$ cat config.mk
export PLATFORM = sky130hd
export DESIGN_NAME = gcm_aes_sched
export DESIGN_NICKNAME = d
export VERILOG_FILES = /design/src/rtl/gcm_aes_sched.sv
export SDC_FILE = /design/constraint.sdc
export NUM_CORES = 1
export LEC_CHECK = 0
export CAP_MARGIN = 25
export CELL_PAD_IN_SITES_DETAIL_PLACEMENT = 1
export CELL_PAD_IN_SITES_GLOBAL_PLACEMENT = 1
export CORE_ASPECT_RATIO = 0.8
export CORE_MARGIN = 8
export CORE_UTILIZATION = 25
export DETAILED_ROUTE_END_ITERATION = 8
export PLACE_DENSITY = 0.55
export SLEW_MARGIN = 20
export SYNTH_ARGS = -nofsm -noshare
export SYNTH_HDL_FRONTEND = slang
export SYNTH_SLANG_ARGS = --single-unit
$ cat constraint.sdc
create_clock -name clk -period 4.8 [get_ports clk]
set_input_delay 0.96 -clock clk [delete_from_list [all_inputs] [get_ports clk]]
set_output_delay 0.96 -clock clk [all_outputs]
set_load 0.02 [all_outputs]
$ cat src/rtl/gcm_aes_sched.sv
// GCM AES scheduler: arbitrates tagmask (J0) and CTR keystream requests onto one
// shared AES core and returns each result to the requester that was granted.
module gcm_aes_sched #(
   parameter logic [31:0] J0_LSW   = 32'h0000_0001,
   parameter logic [31:0] CTR_INIT = 32'h0000_0002
) (
   input  logic         clk,
   input  logic         rst_n,
   input  logic [95:0]  iv_in,
   input  logic         iv_we,
   input  logic         tagmask_req,
   output logic         tagmask_ack,
   output logic [127:0] mask_out,
   output logic         mask_out_valid,
   input  logic         ctr_req,
   output logic         ctr_ack,
   output logic [127:0] ks_out,
   output logic         ks_valid,
   output logic         aes_start,
   output logic [127:0] aes_block,
   input  logic         aes_ready,
   input  logic [127:0] aes_result,
   input  logic         aes_result_valid,
   output logic         busy
);

   localparam int unsigned IV_W  = 96;
   localparam int unsigned CTR_W = 32;
   localparam int unsigned BLK_W = 128;
   localparam logic        OWN_TM  = 1'b0;
   localparam logic        OWN_CTR = 1'b1;

   typedef enum logic [1:0] {
      IDLE  = 2'd0,
      ISSUE = 2'd1,
      WAIT  = 2'd2
   } state_e;

   state_e             state_q, state_d;
   logic               owner_q, owner_d;
   logic [IV_W-1:0]    iv_q, iv_d;
   logic [CTR_W-1:0]   ctr_q, ctr_d;
   logic [BLK_W-1:0]   blk_q, blk_d;
   logic [BLK_W-1:0]   mask_q, mask_d;
   logic [BLK_W-1:0]   ks_q, ks_d;
   logic               mask_v_q, mask_v_d;
   logic               ks_v_q, ks_v_d;
   logic               tm_grant, ctr_grant;

   // State and datapath registers
   always_ff @(posedge clk or negedge rst_n) begin
      if (!rst_n) begin
         state_q  <= IDLE;
         owner_q  <= OWN_TM;
         iv_q     <= '0;
         ctr_q    <= '0;
         blk_q    <= '0;
         mask_q   <= '0;
         ks_q     <= '0;
         mask_v_q <= 1'b0;
         ks_v_q   <= 1'b0;
      end else begin
         state_q  <= state_d;
         owner_q  <= owner_d;
         iv_q     <= iv_d;
         ctr_q    <= ctr_d;
         blk_q    <= blk_d;
         mask_q   <= mask_d;
         ks_q     <= ks_d;
         mask_v_q <= mask_v_d;
         ks_v_q   <= ks_v_d;
      end
   end

   // Next-state logic
   always_comb begin
      state_d = state_q;
      case (state_q)
         IDLE:    if (tagmask_req || ctr_req) state_d = ISSUE;
         ISSUE:   if (aes_ready)              state_d = WAIT;
         WAIT:    if (aes_result_valid)       state_d = IDLE;
         default:                             state_d = IDLE;
      endcase
   end

   // Grants, datapath updates and outputs
   always_comb begin
      tm_grant  = tagmask_req && (state_q == IDLE);
      ctr_grant = ctr_req && !tagmask_req && (state_q == IDLE);
      owner_d   = owner_q;
      blk_d     = blk_q;
      iv_d      = iv_q;
      ctr_d     = ctr_q;
      mask_d    = mask_q;
      ks_d      = ks_q;
      mask_v_d  = 1'b0;
      ks_v_d    = 1'b0;

      if (tm_grant) begin
         blk_d   = {iv_q, J0_LSW};
         owner_d = OWN_TM;
      end else if (ctr_grant) begin
         blk_d   = {iv_q, ctr_q};
         ctr_d   = ctr_q + CTR_W'(1);
         owner_d = OWN_CTR;
      end

      // A fresh IV restarts the counter even if an increment happens this cycle
      if (iv_we) begin
         iv_d  = iv_in;
         ctr_d = CTR_INIT;
      end

      if ((state_q == WAIT) && aes_result_valid) begin
         if (owner_q == OWN_CTR) begin
            ks_d   = aes_result;
            ks_v_d = 1'b1;
         end else begin
            mask_d   = aes_result;
            mask_v_d = 1'b1;
         end
      end

      tagmask_ack    = tm_grant;
      ctr_ack        = ctr_grant;
      aes_start      = (state_q == ISSUE) && aes_ready;
      busy           = (state_q != IDLE);
      aes_block      = blk_q;
      mask_out       = mask_q;
      mask_out_valid = mask_v_q;
      ks_out         = ks_q;
      ks_valid       = ks_v_q;
   end

endmodule

==> results.cfg <==
[grt]
grt_overflow = 0
grt_pass1_wl_um = 101200
grt_pass1_vias = 14375
grt_max_degree = 113
antenna_found_initial = 14
grt.total_usage_pct = 15.29

[synthesis]
synth_xor_area_share_pct = 0.4028
synth_top_family_by_area = multiplexers
syn-num-nets = 1456
synth.distinct_cells = 32
ys_seq_elements = 517
postSynthAreaPerCell_um2 = 15.99
syn_inst = 1224
synth-compound-area-share_pct = 2.647
ys.warnings.count = 0
synthesis.area_mm2 = 0.01957
seq_area_frac_synth_pct = 66.11
synth.mux.area_fraction_pct = 26.01
synth-adder-area-share_pct = 0.06393
synthSimpleGateAreaFrac_pct = 2.992

[critical_path]
timing.critical_path.buf_inv = 2
critical-path-max-stage-delay_ps = 750
cpLargestDelayFamily = buffers and inverters
r2r_slack_ps = 2100
crit_path_frequent_cell = clkdlybuf4s50_1
cp_cell_sequence = clkdlybuf4s50_1 > nor4b_4 > clkdlybuf4s50_1
critPathKind = primary input to primary output
crit_arrival_ps = 2580
worst_setup_path_start_kind = primary input
cp_data_required_time_ps = 3840
crit_fanout = 3
endpoint_kind = primary output
slowest_stage = clkdlybuf4s50_1

[power_and_ir_drop]
p_sw_share_pct = 34.59
p_int_uw = 12880
clkPwrFrac_pct = 22.6
cellPowerDensity_mw_per_mm2 = 678.8
pwr-share-seq_pct = 34.9
combPwrFrac_pct = 42.4
vdd_drop_max_uv = 247.9
p_sw_uw = 6811
p_leak_uw = 0.01211

[placement]
gp_congestion = 0.7884
io_buffers = 620
dp_cells = 2825
dp_hpwl_um = 52240

[timing]
fin_skew_ps = 14.70
fin_crit_sh_pct = 73.83
fmax_mhz = 282.2
slew_headroom_pct = 34.95
setup-tns-final_ps = 0
period_needed_ps = 3544
hold_violations = 0
drv_slew = 0
finalSetupViolCount = 0
worst_pin_slew_ps = 975.8
rsz0062_at_grt = no

[finish]
layout-drive-gt1-share_pct = 30.40
fillers = 7940
layout_commonest_cell = clkdlybuf4s50_1
syn2layout_area_growth_pct = 48.23
final_cell_mix = clkdlybuf4s50_1, dfrtp_1, mux2_2
nets = 2093
seq_area_mm2 = 0.01294
fin_cells = 2933
multi_input_area_mm2 = 0.006316

[cts]
clock-sinks = 517
clockRootBuffer = clkbuf_16
clk_latency_ps = 600
clk_pin_slew_worst_paths_ps = 60
clock_path_buffers = 3
cts_inserted_buffers = 57
cts_tree = built
htree_levels = 2
cts_hold_repair.buffers = 0
cts-resized-gates = 0
cts_setup_buffers = 0

[route]
post_drt_wl_per_cell_um = 23.50
remaining_drc_errors = 0
drt-initial-drc-count = 422
vias_per_cell = 4.383
dr_total_vias = 12855
first_pass_iters = 4
postRouteAntennaNets = 0
wl_um = 68930

[die]
core.rowCount = 91
dieArea_mm2 = 0.08754
design.core.area_mm2 = 0.07731
die_x_um = 328.8
start_util_pct = 25.31
die_h_um = 266.2
pin_count = 621

[run]
maxCapViolCount = 0

[run_status]
status = finished clean

[hold_path]
hold_path.class = primary input to async pin
-- registers in the layout, summed over array words and instances, names as in the netlist --
name / flops
ks_valid: 1
state_q: 2
iv_q: 96
aes_block: 128
ctr_q: 32
owner_q: 1
mask_out_valid: 1
ks_out: 128
mask_out: 128
-- final cells by class --
| cell class | instances | area share (%) |
|---|---|---|
| well taps | 1023 | 4.413 |
| clock inverters | 19 | 0.7290 |
| multi-input cells | 630 | 21.77 |
| flip-flops and latches | 517 | 44.60 |
| inverters | 9 | 0.1165 |
| repair buffers | 646 | 22.42 |
| clock buffers | 87 | 5.931 |
| diodes | 2 | 0.01725 |
-- metal layers --
layer	global-route usage (%)	routed length (µm)	vias to the layer above
met5	0	143	-
met4	4.766	2026	22
met3	5.851	5658	109
met2	26.44	35100	355
met1	17.43	26010	6706
li1	-	-	5663
-- final timing paths --
kind                       depth (start not counted)     startpoint             end
min in group clk                                   1  aes_block[31]   aes_block[31]
hold / removal                                     1          rst_n  aes_block[102]
max in group asynchronous                          2          rst_n     ks_out[120]
hold reg to reg                                    1  aes_block[31]   aes_block[31]
setup reg to reg                                   5     state_q[1]       ctr_q[26]
setup / recovery                                   3        ctr_req         ctr_ack
-- worst register-to-register path: stages (launching register included) --
cell and delay (ps):
dfrtp_1 420, nor4b_4 370, buf_4 520, nand4_1 530, or4_1 610, a21oi_1 170
-- stage by stage --
stage	power [µW]	hold WS (ps)	util [%]	worst slack, ps	instance area, µm²
6_report	19690	443.4	37.52	1256	29010
5_1_grt	20680	460.2	37.52	1177	29010
3_5_place_dp	15480	487.7	35.02	1024	27070
2_1_floorplan	10750	476.7	-	2032	19570
3_3_place_gp	15310	482.9	35.02	1146	27070
4_1_cts	20090	440.5	37.51	1193	29000
-- power groups by stage --
stage	combinational [µW]	sequential, µW	clock (µW)
detailed placement	8520	6950	0
global route	8780	7100	4800
finish	8360	6870	4460
floorplan	2080	8670	0
global placement	8450	6860	0
CTS	8550	6890	4640
-- cells in the mapped netlist --
master | instances | area share (%)
dfrtp_1 | 517 | 66
mux2_2 | 452 | 26
buf_2 | 38 | 0.97
a22o_1 | 31 | 1.4
clkbuf_1 | 22 | 0.42
a21oi_1 | 20 | 0.51
nor2_1 | 17 | 0.33
o31ai_1 | 12 | 0.46
or4_1 | 12 | 0.46
nand3_1 | 11 | 0.28
nand2_1 | 10 | 0.19
nand4_1 | 10 | 0.32
inv_1 | 9 | 0.17
and4_1 | 8 | 0.36
o21ai_0 | 8 | 0.20
xor2_1 | 8 | 0.36
nor2b_1 | 7 | 0.22
or3_1 | 6 | 0.19
buf_1 | 5 | 0.096
and2_1 | 3 | 0.096
buf_4 | 3 | 0.12
nor3_1 | 3 | 0.077
and3_1 | 2 | 0.064
nand4_2 | 2 | 0.13
a211o_1 | 1 | 0.045
a21o_1 | 1 | 0.038
ha_1 | 1 | 0.064
nand2b_1 | 1 | 0.032
nand3_4 | 1 | 0.090
nor4_1 | 1 | 0.032
nor4b_4 | 1 | 0.12
xnor2_1 | 1 | 0.045
-- cells by family (layout without fill, tap and decap cells) --
logic type,Yosys count,in the layout
other,0,2
AOI/OAI and AO/OA,73,73
muxes,452,452
and+or+nand+nor,95,95
buffers and inverters,77,761
xor gates and xnor gates,9,9
adders and majority gates,1,1
DFF,517,517
Power figures use the tool's default switching activity.
